===== src/rtl/servo_scheduler.sv =====
// servo_scheduler: position scheduler for one hobby servo.
//   Manual mode: encoder step pulses nudge a target by STEP (saturating).
//   Sweep mode : target bounces between 0 and 255, holding DWELL frames at
//                each end; leaving sweep returns to the saved manual target.
//   q slews toward target by at most SLEW per PWM frame pulse.
// Ports:
//   clk, rst_n     clock, synchronous active-low reset
//   cnt, dir       one-cycle step pulse and its direction (1 = up)
//   mode           one-cycle pulse toggling manual/sweep
//   frame          one-cycle pulse per PWM frame
//   q              registered servo position
//   level          thermometer of q[7:5]
//   m_set          high in manual state
//   m_drv          high while q differs from target
module servo_scheduler #(
  parameter int HOME  = 128,
  parameter int STEP  = 8,
  parameter int SLEW  = 2,
  parameter int DWELL = 25
) (
  input  logic       clk,
  input  logic       rst_n,
  input  logic       cnt,
  input  logic       dir,
  input  logic       mode,
  input  logic       frame,
  output logic [7:0] q,
  output logic [7:0] level,
  output logic       m_set,
  output logic       m_drv
);

  // Dwell counter runs 0..DWELL-1; the frame seen at DWELL-1 ends the hold.
  localparam int              DW      = (DWELL < 2) ? 1 : $clog2(DWELL);
  localparam logic [DW-1:0]   DW_LAST = DW'(DWELL - 1);

  typedef enum logic [1:0] {S_MANUAL, S_SWEEP, S_DWELL, S_RETURN} state_t;

  state_t        state, state_n;
  logic [7:0]    target, target_n, saved, saved_n, q_n;
  logic          sdir, sdir_n;
  logic [DW-1:0] dwell, dwell_n;

  // base +/- STEP clamped to 0..255; 10-bit math so the carry is visible.
  function automatic logic [7:0] step_sat(input logic [7:0] base, input logic up);
    logic [9:0] s;
    if (up) begin
      s = {2'b00, base} + 10'(STEP);
      return (s > 10'd255) ? 8'hFF : s[7:0];
    end
    if ({2'b00, base} < 10'(STEP)) return 8'h00;
    s = {2'b00, base} - 10'(STEP);
    return s[7:0];
  endfunction

  // One frame of slew toward tgt, never overshooting.
  function automatic logic [7:0] slew(input logic [7:0] cur, input logic [7:0] tgt);
    logic [8:0] s;
    if (cur < tgt) begin
      s = {1'b0, cur} + 9'(SLEW);
      return (s >= {1'b0, tgt}) ? tgt : s[7:0];
    end
    if (cur > tgt) begin
      if ({1'b0, cur} <= ({1'b0, tgt} + 9'(SLEW))) return tgt;
      s = {1'b0, cur} - 9'(SLEW);
      return s[7:0];
    end
    return cur;
  endfunction

  // State and datapath registers.
  always_ff @(posedge clk) begin
    if (!rst_n) begin
      state  <= S_MANUAL;
      q      <= 8'(HOME);
      target <= 8'(HOME);
      saved  <= 8'(HOME);
      sdir   <= 1'b1;
      dwell  <= '0;
    end else begin
      state  <= state_n;
      q      <= q_n;
      target <= target_n;
      saved  <= saved_n;
      sdir   <= sdir_n;
      dwell  <= dwell_n;
    end
  end

  // Next state. Slew always uses the current target, so a target changed in
  // the same cycle as a frame takes effect on the following frame.
  always_comb begin
    state_n  = state;
    target_n = target;
    saved_n  = saved;
    sdir_n   = sdir;
    dwell_n  = dwell;
    q_n      = frame ? slew(q, target) : q;

    case (state)
      S_MANUAL: begin
        if (cnt) begin
          target_n = step_sat(target, dir);
        end else if (mode) begin
          saved_n  = target;
          sdir_n   = 1'b1;
          target_n = 8'hFF;
          state_n  = S_SWEEP;
        end
      end
      S_SWEEP: begin
        if (cnt) begin
          target_n = step_sat(q, dir);
          state_n  = S_MANUAL;
        end else if (mode) begin
          target_n = saved;
          state_n  = S_RETURN;
        end else if (frame && (q == target)) begin
          dwell_n = '0;
          state_n = S_DWELL;
        end
      end
      S_DWELL: begin
        if (cnt) begin
          target_n = step_sat(q, dir);
          state_n  = S_MANUAL;
        end else if (mode) begin
          target_n = saved;
          state_n  = S_RETURN;
        end else if (frame) begin
          if (dwell == DW_LAST) begin
            sdir_n   = ~sdir;
            target_n = sdir ? 8'h00 : 8'hFF;  // sdir_new = ~sdir
            dwell_n  = '0;
            state_n  = S_SWEEP;
          end else begin
            dwell_n = dwell + 1'b1;
          end
        end
      end
      S_RETURN: begin
        // mode is deliberately ignored while returning
        if (cnt) begin
          target_n = step_sat(q, dir);
          state_n  = S_MANUAL;
        end else if (q == saved) begin
          state_n = S_MANUAL;
        end
      end
      default: state_n = S_MANUAL;
    endcase
  end

  // Outputs.
  always_comb begin
    m_set = (state == S_MANUAL);
    m_drv = (q != target);
    for (int i = 0; i < 8; i++) level[i] = (q[7:5] >= 3'(i));
  end

endmodule


===== config.mk =====
export PLATFORM = sky130hd
export DESIGN_NAME = servo_scheduler
export DESIGN_NICKNAME = d
export VERILOG_FILES = /design/src/rtl/servo_scheduler.sv
export SDC_FILE = /design/constraint.sdc
export NUM_CORES = 1
export LEC_CHECK = 0
export ABC_AREA = 1
export CORE_ASPECT_RATIO = 1.25
export CORE_UTILIZATION = 55
export DETAILED_ROUTE_END_ITERATION = 8
export MAX_ROUTING_LAYER = met4
export PLACE_DENSITY = 0.72
export SLEW_MARGIN = 20
export SYNTH_ARGS = -nofsm -noshare
export SYNTH_HDL_FRONTEND = slang
export SYNTH_SLANG_ARGS = --single-unit

===== constraint.sdc =====
create_clock -name clk -period 3 [get_ports clk]
set_input_delay 0.6 -clock clk [delete_from_list [all_inputs] [get_ports clk]]
set_output_delay 0.6 -clock clk [all_outputs]
set_load 0.02 [all_outputs]

Yosys cells after proc, flatten, opt, wreduce, memory -nomap -nowiden
Cells that the tools add are included.

word-level totals
  flip-flop bits (word level) = 32
  output and inout port bits = 18

cells by class
  $add $sub $neg = 8
  order comparisons = 16
  equal/unequal tests = 23
  mux-type cells = 85
  bitwise operators = 2
  reductions and logical operators = 11

operator list
  cell                                                         number
  two-way mux 8 bit                                            31
  two-way mux 5 bit                                            7
  two-way mux 1 bit                                            32
  case mux 8 bit (4 select lines)                              1
  two-way mux 2 bit                                            11
  != test 2 bit (second input constant)                        10
  adder 8 x 2 -> 9 bit (second input constant)                 2
  adder 8 x 4 -> 9 bit (second input constant)                 2
  > comparator 9 x 8 -> 1 bit (second input constant)          2
  == test 8 bit                                                2
  less-than comparator 8 x 4 -> 1 bit (second input constant)  2
  subtractor 8 x 4 -> 8 bit (second input constant)            2
  AND reduction 7 bit                                          2
  greater-or-equal comparator 3 bit (second input constant)    4
  != test 4 bit (second input constant)                        3
  case mux 5 bit (2 select lines)                              1
  greater-or-equal comparator 9 x 8 -> 1 bit                   1
  <= comparator 8 x 9 -> 1 bit                                 1
  != test 3 bit (second input constant)                        3
  > comparator 8 bit                                           1
  less-than comparator 8 bit                                   1
  != test 8 bit                                                1
  case mux 2 bit (4 select lines)                              1
  subtractor 8 x 2 -> 8 bit (second input constant)            1
  15 further kinds                                             21

Longest topological paths before layout
Gate-level depths: netlist of run 1.

  depth after elaboration = 10
  gate-level depth with buffers = 20
  mapped depth without buffers = 20

Worst setup path before layout of run 1
No wires, ideal clock.

  path type = reg-to-reg
  start point = reg q[4]
  end point = reg q[1]
  setup time = 109 ps
  data arrival time = 2327 ps
  data required time = 2891 ps
  path slack = 565 ps
  stages on the path, launching flop included = 18
  path buffers = 0
  path through = dfxtp_1 -> ha_1 -> nand2_1 -> o21ai_0 -> o21a_1 -> inv_1 -> a21oi_1 -> ha_1 -> nand3_2 -> nand2_2 -> nor2_4 -> nand4_2 -> nand2_2 -> inv_2 -> nand2_1 -> nand3_1 -> nand2_1 -> inv_1

on the way
  longest elaborated chain between the ends = 9

ends and longest elaborated chain
  item                                        RTL line  RTL
  start: declaration                          27        output logic [7:0] q,
  start signal: assignment                    75        q <= 8'(HOME);
  start signal: assignment                    82        q <= q_n;
  adder 8 x 2 -> 9 bit                        60        s = {1'b0, cur} + 9'(SLEW);
  greater-or-equal comparator 9 x 8 -> 1 bit  61        return (s >= {1'b0, tgt}) ? tgt : s[7:0];
  two-way mux 8 bit                           61
  two-way mux 8 bit                           59        if (cur < tgt) begin
  two-way mux 8 bit                           64        if ({1'b0, cur} <= ({1'b0, tgt} + 9'(SLEW))) return tgt;
  two-way mux 8 bit                           65        s = {1'b0, cur} - 9'(SLEW);
  two-way mux 8 bit                           63        if (cur > tgt) begin
  two-way mux 8 bit                           68        return cur;
  two-way mux 8 bit                           63

Parallel ways exist; a longest one is shown, timed or not. The select of a mux whose other input is x is not followed.
A chain may end at the register's enable or synchronous reset.

Worst setup path after layout of run 1
  start point = reg target[4]
  end point = out m_drv

on the way
  longest elaborated chain between the ends = 1

ends and longest elaborated chain
  item                      RTL line  RTL
  start: declaration        40        logic [7:0] target, target_n, saved, saved_n, q_n;
  start signal: assignment  76        target <= 8'(HOME);
  start signal: assignment  83        target <= target_n;
  != test 8 bit             157       m_drv = (q != target);
  end: declaration          30        output logic m_drv

Every way passes these cells.

==> run summary, run 1 <==
==========================================================================================
Result of the run ...........................................................    completed
Yosys warnings ..............................................................            0
Origin of the critical flop-to-flop path ....................................    target[2]
Worst-path cell with the longest stage delay ................................ sky130_fd_sc_hd__clkdlybuf4s50_1
Initial antenna violation count .............................................            0
Power per standard cell area ................................................ 1130 nW/um^2
Starting utilization of the core area .......................................        56.9%
Critical path class .........................................................   reg -> out
Area growth from synthesis to layout ........................................        13.7%
VDD IR-drop max .............................................................     0.598 mV
Top_reg_cell synth .......................................................... sky130_fd_sc_hd__dfxtp_1
GRT Resource Usage Total ....................................................        34.7%
Port Buffer Count ...........................................................           22
IO Pins .....................................................................           24
Hold-critical path endpoint .................................................    target[4]
Mean post-synth cell area ...................................................   6.29 sq um
Top cell type's share of synthesized area ...................................        18.4%
Kind of end point of the critical path ......................................   output pin
Clock Tree Root ............................................................. sky130_fd_sc_hd__clkbuf_8
Min-delay worst type ........................................................   reg -> reg
Count of different cell masters after synthesis .............................           42
Switching power share of the total ..........................................        55.9%
Placement Rows ..............................................................           32
Number of enable-type register cells in the synthesized netlist .............            0
First-pass GRT wire length ..................................................      17.2 mm
Delay-heaviest family, CP ................................................... buffers and inverters
Proportion of synthesized flip-flops having asynchronous set or reset .......           0%
Final hold violation count ..................................................            0
Number of buffers and inverters on the critical path ........................            3
Terminus of the critical flop-to-flop path ..................................         q[0]
Total of flip-flops plus latches after synthesis ............................           32
Worst Setup Start Kind ......................................................         flop
Worst reg-to-reg setup slack ................................................      0.25 ns
Net total in the final layout ...............................................          627
Unrepaired setup endpoints after global routing .............................        false
Fraction of final layout cells with drive strength greater than 1 ...........        11.2%
Number of buffers created by CTS ............................................            5
Width of the die ............................................................ 73.2 microns
Core ar. ....................................................................   6130 sq um
Number of maximum-capacitance constraint violations .........................            0
Cell breakdown of the critical path ......................................... buf_4 -> inv_1 -> ha_1 -> nand2_1 -> nor2_1 -> nand4_1 -> clkdlybuf4s50_1
Cts-stage hold buffer count .................................................            0
Crit path largest cell delay ................................................      0.58 ns
Hold Crit Depth .............................................................            2
Via count ...................................................................         3806
Detailed Routing Iterations Pass 1 ..........................................            5
Internal power component ....................................................    0.00198 W
Remaining routing DRC violations ............................................            0
Overflow left after global routing ..........................................            0
Final worst clock skew ......................................................   0.00944 ns
Clock buffer depth ..........................................................            2
Chip height ................................................................. 91.0 microns
Net switching power figure ..................................................    0.00251 W
CP Launch Point .............................................................    target[4]
DIE AREA ....................................................................   6660 sq um
Number of fill cells ........................................................          596
Final Wtd Congestion ........................................................        0.956
Clk network pwr share .......................................................         8.0%
Final clock period utilization by the worst path ............................        95.6%
Total placed cells including tap cells ......................................          666
Seq. cell area ..............................................................    642 sq um
Max frequency ...............................................................      349 MHz
Iter 0 DRT Violations .......................................................          245
Clock H-tree levels .........................................................            2
Final WS setup ..............................................................     0.133 ns
Sequential fraction of the synthesis area ...................................        18.4%
Number of antenna-violating nets in the routed design .......................            0
Cell types occupying the most area after synthesis .......................... sky130_fd_sc_hd__dfxtp_1 (18%), sky130_fd_sc_hd__nand2_1 (13%), sky130_fd_sc_hd__ha_1 (12%)
Final max-slew violation count ..............................................            0
Pre-CTS setup slack .........................................................     0.325 ns
Post-detailed-route via-to-cell ratio .......................................         5.65
Part of the total power dissipated in combinational logic ...................        75.4%
Number of nets produced by synthesis ........................................          593
Number of diodes ............................................................            0
Synth Cell Area .............................................................   3490 sq um
Arrival time of data at the critical path endpoint ..........................      2.27 ns
Total leakage power .........................................................      1.93 nW
Wire length reported by the detailed router .................................      10.7 mm
TritonCTS clock tree ........................................................         done
CP Max Fanout ...............................................................            7
Final Critical Period .......................................................      2.87 ns
Setup TNS ...................................................................         0 ns
Clock edge transition at the registers on the reported setup and hold paths .      0.07 ns
Combined area of the multi-input logic cells ................................   2460 sq um
Library cell with the largest summed area after synthesis ................... sky130_fd_sc_hd__dfxtp_1
Worst reg2reg path depth ....................................................           17
Detail-routed net length per standard cell .................................. 15.9 microns
Synth Instances .............................................................          554
Maximum number of pins on one net before global-route repair ................           19
Number of setup violations in the final report ..............................            0
CTS Sinks ...................................................................           32
Hold path startpoint ........................................................    target[4]
Part of the total power dissipated in sequential elements ...................        16.5%
Endpoint required time on the critical path .................................      2.40 ns
Number of global-route vias before repair ...................................         3592
Final Instance Count excl. Fillers ..........................................          674
Clock latency on the worst-skew pair ........................................      0.29 ns
Dpl hpwl ....................................................................      8.45 mm
==========================================================================================
[power groups by stage]
stage | sequential, W | combinational [W] | clock (W)
floorplan | 0.000743 | 0.00238 | 0
global placement | 0.000740 | 0.00329 | 0
detailed placement | 0.000747 | 0.00332 | 0
CTS | 0.000737 | 0.00334 | 0.000366
global route | 0.000759 | 0.00374 | 0.000389
finish | 0.000744 | 0.00339 | 0.000361
[Yosys cell counts, types with 3 or more instances]
cell type / number
sky130_fd_sc_hd__nand2_1: 124
sky130_fd_sc_hd__inv_1: 67
sky130_fd_sc_hd__nor2_1: 50
sky130_fd_sc_hd__a21oi_1: 41
sky130_fd_sc_hd__o21ai_0: 38
sky130_fd_sc_hd__ha_1: 33
sky130_fd_sc_hd__dfxtp_1: 32
sky130_fd_sc_hd__nand3_1: 32
sky130_fd_sc_hd__xor2_1: 19
sky130_fd_sc_hd__nor3_1: 12
sky130_fd_sc_hd__nand4_1: 10
sky130_fd_sc_hd__inv_2: 9
sky130_fd_sc_hd__nand2_2: 8
sky130_fd_sc_hd__buf_4: 7
sky130_fd_sc_hd__o21ai_1: 7
sky130_fd_sc_hd__xnor2_1: 6
sky130_fd_sc_hd__clkbuf_1: 5
sky130_fd_sc_hd__nor2_2: 5
sky130_fd_sc_hd__nor2_4: 5
sky130_fd_sc_hd__a21o_1: 4
sky130_fd_sc_hd__o211ai_1: 4
sky130_fd_sc_hd__a211oi_1: 3
sky130_fd_sc_hd__buf_2: 3
sky130_fd_sc_hd__nand3_2: 3
sky130_fd_sc_hd__nor3b_1: 3
sky130_fd_sc_hd__o21a_1: 3
sky130_fd_sc_hd__o22ai_1: 3
[worst max path at each step]
stage	to	cells past startpoint
after floorplan	q[1]	17
after global placement	q[0]	17
after detailed placement	q[0]	17
after CTS	m_drv	5
after global routing	m_drv	7
final	m_drv	7
[metrics by stage]
stage | power [W] | hold slack [ns] | instance area [sq um] | util, %
after floorplan | 0.00312 | 0.472 | 3490 | -
after global placement | 0.00403 | 0.484 | 3870 | 63.2
after detailed placement | 0.00406 | 0.502 | 3870 | 63.2
after CTS | 0.00444 | 0.513 | 3960 | 64.7
after global routing | 0.00488 | 0.550 | 3960 | 64.7
final | 0.00449 | 0.512 | 3960 | 64.7
[state kept, by name (all words and copies together) (netlist names)]
name	flops
saved	8
q	8
sdir	1
dwell	5
target	8
state	2
[layout by cell type (no fill, tap or decap), drive strengths merged, types with 2 or more instances in the layout]
cell	netlist	layout
xor2	19	19
clkdlybuf4s50	0	22
a21o	4	4
nand3	35	35
buf	11	21
nor2	60	60
o211ai	4	4
xnor2	6	6
nand2	132	132
inv	76	76
a211oi	3	3
o21a	3	3
clkbuf	5	8
dfxtp	32	32
o21ai	46	46
o21bai	2	2
nand4	11	11
ha	33	33
nor3b	3	3
nor3	12	12
a21oi	45	45
o22ai	3	3
[kinds of logic (layout without fill, tap and decap cells)]
family,count (synthesis),in the layout,share of synthesized area [%]
xor gates and xnor gates,25,25,6.28
AOI/OAI and AO/OA,115,115,19.2
and+or+nand+nor,256,256,33.2
buffers and inverters,92,127,11.0
other,1,1,0.108
adders and majority gates,33,33,11.8
DFF,32,32,18.4
[what timing repair did]
| action | 4_1_cts | 5_1_grt |
|---|---|---|
| buffers inserted | 0 | 0 |
| setup endpoints to repair | 0 | 1 |
| resized for setup | 0 | 1 |
[worst min-delay path: cells and delay by family, from the launching register on]
kind,cells,cell delay (ns)
flip-flops,1,0.34
AO/OA/AOI/OAI,1,0.06
AND/OR/NAND/NOR,1,0.07
[layout make-up]
| cell class | count | area share [%] |
|---|---|---|
| sequential | 32 | 16.2 |
| clock buffer | 8 | 2.27 |
| inverter | 76 | 7.20 |
| timing repair buffer | 43 | 9.53 |
| tap | 85 | 2.68 |
| multi-input combinational | 430 | 62.1 |
[routing by layer]
metal	wire length, microns	global-route usage (%)	vias up
met2	5210	57.7	154
met4	637	19.1	0
li1	-	-	1880
met5	0	-	-
met3	601	4.22	49
met1	4290	39.5	1723
Note: power is estimated with default switching activity, not from simulation.
==> run 2, diff against run 1 <==
==> constraint.sdc (replaced) <==
create_clock -name clk -period 3.59 [get_ports clk]
set_input_delay 0.5385 -clock clk [delete_from_list [all_inputs] [get_ports clk]]
set_output_delay 0.5385 -clock clk [all_outputs]
set_load 0.02 [all_outputs]
==> run 2 against run 1 <==
Register-to-register slack improved by 0.35 ns. Via count is 1.2% lower. Flip-flop and latch count unchanged. Critical path type unchanged. Critical endpoint unchanged.
==> run summary, run 2 (synthesis gave the netlist of run 1 again) <==
==========================================================================================
Result of the run ...........................................................    completed
Critical path class .........................................................   reg -> out
Maximum number of pins on one net before global-route repair ................           19   unchanged
Cts repair resizes ..........................................................            0   unchanged
Iter 0 DRT Violations .......................................................          292   +19%
Unrepaired setup endpoints after global routing .............................        false
Number of antenna-violating nets in the routed design .......................            0   unchanged
Number of buffers created by CTS ............................................            5   unchanged
Endpoint required time on the critical path .................................      3.05 ns   +0.65 ns
Number of diodes ............................................................            0   unchanged
Area growth from synthesis to layout ........................................        11.4%
Port Buffer Count ...........................................................           22   unchanged
Number of maximum-capacitance constraint violations .........................            0   unchanged
Setup TNS ...................................................................         0 ns   unchanged
Overflow left after global routing ..........................................            0   unchanged
Worst Setup EP ..............................................................        m_drv
Min-delay worst type ........................................................   reg -> reg
Final non-filler cell area ..................................................   3880 sq um   -2.1%
Final clock period utilization by the worst path ............................        85.2%
Chip height ................................................................. 91.0 microns   unchanged
Most frequent cells in the layout ........................................... sky130_fd_sc_hd__nand2_1 (124), sky130_fd_sc_hd__inv_1 (67), sky130_fd_sc_hd__nor2_1 (50)
Cell breakdown of the critical path ......................................... inv_1 -> ha_1 -> nand2_1 -> nor2_1 -> nand4_1 -> clkdlybuf4s50_1
Clock Tree Root ............................................................. sky130_fd_sc_hd__clkbuf_8
CP Max Fanout ...............................................................            8   +1
Worst-path cell with the longest stage delay ................................ sky130_fd_sc_hd__clkdlybuf4s50_1
Cts-stage hold buffer count .................................................            0   unchanged
Headroom to the max-slew limit ..............................................        57.5%
Fraction of final layout cells with drive strength greater than 1 ...........        9.69%   -1.5 points
Clock buffer depth ..........................................................            2   unchanged
Number of global-route vias before repair ...................................         3396   -5.5%
Number of fill cells ........................................................          598   +0.34%
Wire length reported by the detailed router .................................      10.5 mm   -2.0%
Kind of end point of the critical path ......................................   output pin
Origin of the critical flop-to-flop path ....................................         q[3]
Terminus of the critical flop-to-flop path ..................................         q[0]
Detailed Routing Iterations Pass 1 ..........................................            5   unchanged
Largest regs ................................................................ q: 8 flops, saved: 8 flops, target: 8 flops
IO Pins .....................................................................           24   unchanged
Max frequency ...............................................................      327 MHz
Initial antenna violation count .............................................            0   unchanged
Width of the die ............................................................ 73.2 microns   unchanged
Total leakage power .........................................................      1.88 nW   -2.6%
Number of setup violations in the final report ..............................            0   unchanged
GRT Resource Usage Total ....................................................        34.0%   -0.67 points
Slew at the pin closest to its max-slew limit ...............................     0.635 ns
Most common library cell in the layout ignoring fill and taps ............... sky130_fd_sc_hd__nand2_1
Clock edge transition at the registers on the reported setup and hold paths .      0.07 ns   about the same
Post-detailed-route via-to-cell ratio .......................................         5.67   +0.46%
Worst Hold Slack ............................................................     0.513 ns   +0.00115 ns
# Post-CTS Setup Buffers ....................................................            0   unchanged
First-pass GRT wire length ..................................................      16.7 mm   -2.5%
Starting utilization of the core area .......................................        56.9%   unchanged
Via count ...................................................................         3761   -1.2%
Remaining routing DRC violations ............................................            0   unchanged
VDD IR-drop max .............................................................     0.492 mV   -18%
CP Launch Point .............................................................    target[5]
Crit path largest cell delay ................................................      0.62 ns   +0.04 ns
Clock latency on the worst-skew pair ........................................      0.30 ns   about the same
Total cell area at the placement stage ......................................   3790 sq um   -2.1%
Worst reg2reg path depth ....................................................           15   -2
Power per standard cell area ................................................  954 nW/um^2   -16%
TritonCTS clock tree ........................................................         done
Final Wtd Congestion ........................................................        0.956   about the same
Worst reg-to-reg setup slack ................................................      0.60 ns   +0.35 ns
Net total in the final layout ...............................................          616   -1.8%
Final Critical Period .......................................................      3.06 ns
Final worst clock skew ......................................................    0.0101 ns   +0.000671 ns
Dpl hpwl ....................................................................      8.13 mm   -3.8%
Core ar. ....................................................................   6130 sq um   unchanged
Final max-slew violation count ..............................................            0   unchanged
Clock H-tree levels .........................................................            2   unchanged
DIE AREA ....................................................................   6660 sq um   unchanged
Detail-routed net length per standard cell .................................. 15.9 microns   -0.40%
Worst Setup Start Kind ......................................................         flop
Arrival time of data at the critical path endpoint ..........................      2.52 ns   +0.25 ns
Placement Rows ..............................................................           32   unchanged
CTS Sinks ...................................................................           32   unchanged
Hold Crit Depth .............................................................            2   unchanged
Final hold violation count ..................................................            0   unchanged
==========================================================================================
[run 2: changes by cell type in the layout (fill, tap and decap cells not counted), sizes merged]
cell	change
buf	-11
clkbuf	-2
clkinv	+2
[run 2: worst min path at each step]
stage          slack [ns]       end     start
2_1_floorplan        0.47  dwell[1]  dwell[1]
3_3_place_gp         0.49  dwell[1]  dwell[1]
3_5_place_dp         0.51  dwell[1]  dwell[1]
4_1_cts              0.52  dwell[1]  dwell[1]
5_1_grt              0.55  dwell[1]  dwell[1]
6_report             0.51  dwell[1]  dwell[1]
[run 2: through the flow]
step	util, %	total power (W)	cells	worst slack (ns)
after floorplan	-	0.00261	554	1.15
after global placement	61.9	0.00331	655	0.675
after detailed placement	61.9	0.00333	655	0.683
after CTS	63.4	0.00366	663	0.607
after global routing	63.4	0.00405	663	0.227
final	63.4	0.00370	663	0.532
[run 2: metal layers]
| metal | share of wire (%) | global-route usage, % | up-vias |
|---|---|---|---|
| met1 | 40 | 39.6 | 1707 |
| li1 | - | - | 1861 |
| met4 | 3.6 | 15.0 | 0 |
| met5 | 0 | - | - |
| met3 | 5.5 | 3.44 | 32 |
| met2 | 51 | 57.9 | 161 |
[run 2: critical path: cells and delay by family (launching register included)]
kind / cells / cell delay [ns]
buf+inv: 2 / 0.88
simple gates: 3 / 0.43
flops: 1 / 0.54
fa+ha+maj: 1 / 0.37
[run 2: cell type report]
| type | count | area [sq um] | area share, % |
|---|---|---|---|
| multi-input cells | 430 | 2460 | 63.4 |
| flip-flops and latches | 32 | 641 | 16.5 |
| repair buffers | 32 | 295 | 7.61 |
| inverters | 76 | 285 | 7.35 |
| well taps | 85 | 106 | 2.74 |
| clock buffers | 6 | 82.6 | 2.13 |
| clock inverters | 2 | 10.0 | 0.258 |
[run 2: report_power, final]
part           switching (W)  internal [W]  total [W]
logic                0.00175      0.000989    0.00273
clock network       0.000158      0.000153   0.000311
registers           0.000188      0.000468   0.000657
==> run 3, diff against run 2 <==
- PLACE_DENSITY: 0.72 -> not set
- PLACE_DENSITY_LB_ADDON: not set -> 0.05
==> run 3 against run 2 <==
Combinational power about the same. Clock skew shrank 0.0017 ns. Non-clock buffer count fell by 3. Cell count is 0.45% lower. Global-route usage up 0.99 points. Wire length increased by 1.4%.
==> run summary, run 3 (synthesis gave the netlist of run 1 again) <==
==========================================================================================
Most frequent cells in the layout ........................................... sky130_fd_sc_hd__nand2_1 (124), sky130_fd_sc_hd__inv_1 (67), sky130_fd_sc_hd__nor2_1 (50)
Overflow left after global routing ..........................................            0   unchanged
Total placed cells including tap cells ......................................          652   -0.46%
Remaining routing DRC violations ............................................            0   unchanged
Final clock period utilization by the worst path ............................        84.4%   -0.81 points
Number of buffers created by CTS ............................................            5   unchanged
Crit path largest cell delay ................................................      0.59 ns   -0.03 ns
Fraction of final layout cells with drive strength greater than 1 ...........        9.22%   -0.47 points
Worst-path cell with the longest stage delay ................................ sky130_fd_sc_hd__dfxtp_1
Endpoint required time on the critical path .................................      3.81 ns   +0.76 ns
Headroom to the max-slew limit ..............................................        51.6%   -5.9 points
Initial antenna violation count .............................................            0   unchanged
Unrepaired setup endpoints after global routing .............................        false
VDD IR-drop max .............................................................     0.531 mV   +8.1%
Placement Rows ..............................................................           32   unchanged
CP Max Fanout ...............................................................            8   unchanged
CP most frequent cell ....................................................... sky130_fd_sc_hd__nand2_1
Arrival time of data at the critical path endpoint ..........................      3.25 ns   +0.73 ns
Slew at the pin closest to its max-slew limit ...............................     0.723 ns   +0.0883 ns
Critical path class .........................................................   reg -> reg
Net total in the final layout ...............................................          613   -0.49%
Detailed Routing Iterations Pass 1 ..........................................            5   unchanged
Largest regs ................................................................ q: 8 flops, saved: 8 flops, target: 8 flops
Final Instance Count excl. Fillers ..........................................          660   -0.45%
Area growth from synthesis to layout ........................................        11.7%
Final worst clock skew ......................................................   0.00843 ns   -0.00169 ns
Iter 0 DRT Violations .......................................................          263   -9.9%
Number of fill cells ........................................................          606   +1.3%
Detail-routed net length per standard cell .................................. 16.2 microns   +1.9%
Post-detailed-route via-to-cell ratio .......................................         5.65   -0.32%
CTS Sinks ...................................................................           32   unchanged
Final Wtd Congestion ........................................................        0.953   -0.31%
Delay-heaviest family, CP ................................................... simple AND/OR/NAND/NOR gates
Max frequency ...............................................................      330 MHz   +0.96%
# Post-CTS Setup Buffers ....................................................            0   unchanged
Kind of end point of the critical path ......................................         flop
Total cell area at the placement stage ......................................   3770 sq um   -0.59%
Switching power share of the total ..........................................        55.6%   -0.90 points
Combined area of the multi-input logic cells ................................   2460 sq um   unchanged
Number of diodes ............................................................            0   unchanged
Cell breakdown of the critical path ......................................... ha_1 -> nand2_1 -> o21ai_0 -> o21a_1 -> inv_1 -> a21oi_1 -> ha_1 -> nand2_1 -> nor3_1 -> nand2_1 -> nand4_2 -> nand2_2 -> o21ai_0 -> nand2_1 -> nor2_1
Width of the die ............................................................ 73.2 microns   unchanged
Cts-stage hold buffer count .................................................            0   unchanged
Part of the total power dissipated in combinational logic ...................        71.5%   -2.4 points
Result of the run ...........................................................    completed
TritonCTS clock tree ........................................................         done
Wire length reported by the detailed router .................................      10.7 mm   +1.4%
Total power .................................................................    0.00380 W   +2.6%
Port Buffer Count ...........................................................           22   unchanged
Dpl hpwl ....................................................................      8.24 mm   +1.4%
Net switching power figure ..................................................    0.00211 W   +1.0%
Number of maximum-capacitance constraint violations .........................            0   unchanged
IO Pins .....................................................................           24   unchanged
Seq. cell area ..............................................................    641 sq um   unchanged
Via count ...................................................................         3732   -0.77%
Clk network pwr share .......................................................        10.5%   +2.1 points
Clock buffer depth ..........................................................            2   unchanged
Power per standard cell area ................................................  976 nW/um^2   +2.3%
Internal power component ....................................................    0.00169 W   +4.8%
Setup TNS ...................................................................         0 ns   unchanged
Most common library cell in the layout ignoring fill and taps ............... sky130_fd_sc_hd__nand2_1
Clock edge transition at the registers on the reported setup and hold paths .      0.08 ns   about the same
Starting utilization of the core area .......................................        56.9%   unchanged
Worst Hold Slack ............................................................     0.507 ns   -0.00624 ns
Total leakage power .........................................................      1.88 nW   about the same
Final max-slew violation count ..............................................            0   unchanged
Chip height ................................................................. 91.0 microns   unchanged
Clock H-tree levels .........................................................            2   unchanged
Number of buffers and inverters on the critical path ........................            1   -1
DIE AREA ....................................................................   6660 sq um   unchanged
Min-delay worst type ........................................................   reg -> reg
Cts repair resizes ..........................................................            0   unchanged
Number of global-route vias before repair ...................................         3541   +4.3%
Final Critical Period .......................................................      3.03 ns   -0.0290 ns
First-pass GRT wire length ..................................................      17.2 mm   +3.1%
Maximum number of pins on one net before global-route repair ................           19   unchanged
Clock Tree Root ............................................................. sky130_fd_sc_hd__clkbuf_8
Worst Setup Start Kind ......................................................         flop
Core ar. ....................................................................   6130 sq um   unchanged
Number of setup violations in the final report ..............................            0   unchanged
Clock latency on the worst-skew pair ........................................      0.29 ns   about the same
Part of the total power dissipated in sequential elements ...................        18.0%   +0.3 points
Number of antenna-violating nets in the routed design .......................            0   unchanged
Final hold violation count ..................................................            0   unchanged
Final non-filler cell area ..................................................   3890 sq um   +0.29%
GRT Resource Usage Total ....................................................        35.0%   +0.99 points
==========================================================================================
run 3: cell count changes in the layout (fill, tap and decap cells not counted):
| cell | previous run | this run |
|---|---|---|
| sky130_fd_sc_hd__buf_4 | 10 | 7 |
| sky130_fd_sc_hd__bufinv_16 | 0 | 1 |
| sky130_fd_sc_hd__clkbuf_8 | 6 | 7 |
| sky130_fd_sc_hd__clkinv_2 | 2 | 0 |
run 3: final cells by class:
cell class                 count  share of cell area (%)
clock buffer                   7                    2.47
sequential                    32                    16.5
multi-input combinational    430                    63.2
clock inverter                 1                   0.771
inverter                      76                    7.33
tap                           85                    2.73
timing repair buffer          29                    7.01
run 3: final timing paths:
| kind | cells after the start | endpoint | slack [ns] | start |
|---|---|---|---|---|
| max | 15 | q[0] | 0.56 | q[3] |
| min | 2 | dwell[1] | 0.51 | dwell[1] |
| max reg2reg | 15 | q[0] | 0.56 | q[3] |
| min reg2reg | 2 | dwell[1] | 0.51 | dwell[1] |
run 3: metal layers:
metal | share of wire (%) | track usage [%]
met4 | 6.4 | 22.5
met5 | 0 | -
met3 | 7.1 | 5.66
met2 | 48 | 56.3
met1 | 38 | 39.4
run 3: power by group through the flow:
stage                     combinational, W  sequential, W  clock (W)
after floorplan                    0.00198       0.000621          0
after global placement             0.00264       0.000681          0
after detailed placement           0.00264       0.000688          0
after CTS                          0.00267       0.000679   0.000401
after global routing               0.00302       0.000703   0.000417
final                              0.00272       0.000685   0.000400
run 3: per-stage QoR:
step | utilization [%] | setup WS (ns)
after floorplan | - | 1.15
after global placement | 61.5 | 0.663
after detailed placement | 61.5 | 0.679
after CTS | 63.6 | 0.574
after global routing | 63.6 | 0.308
final | 63.6 | 0.561
run 3: tightest hold or removal path: cells and delay by family, from the launching register on:
family          cells  cell delay, ns
buf+inv             1            0.07
flops               1            0.33
compound gates      1            0.06
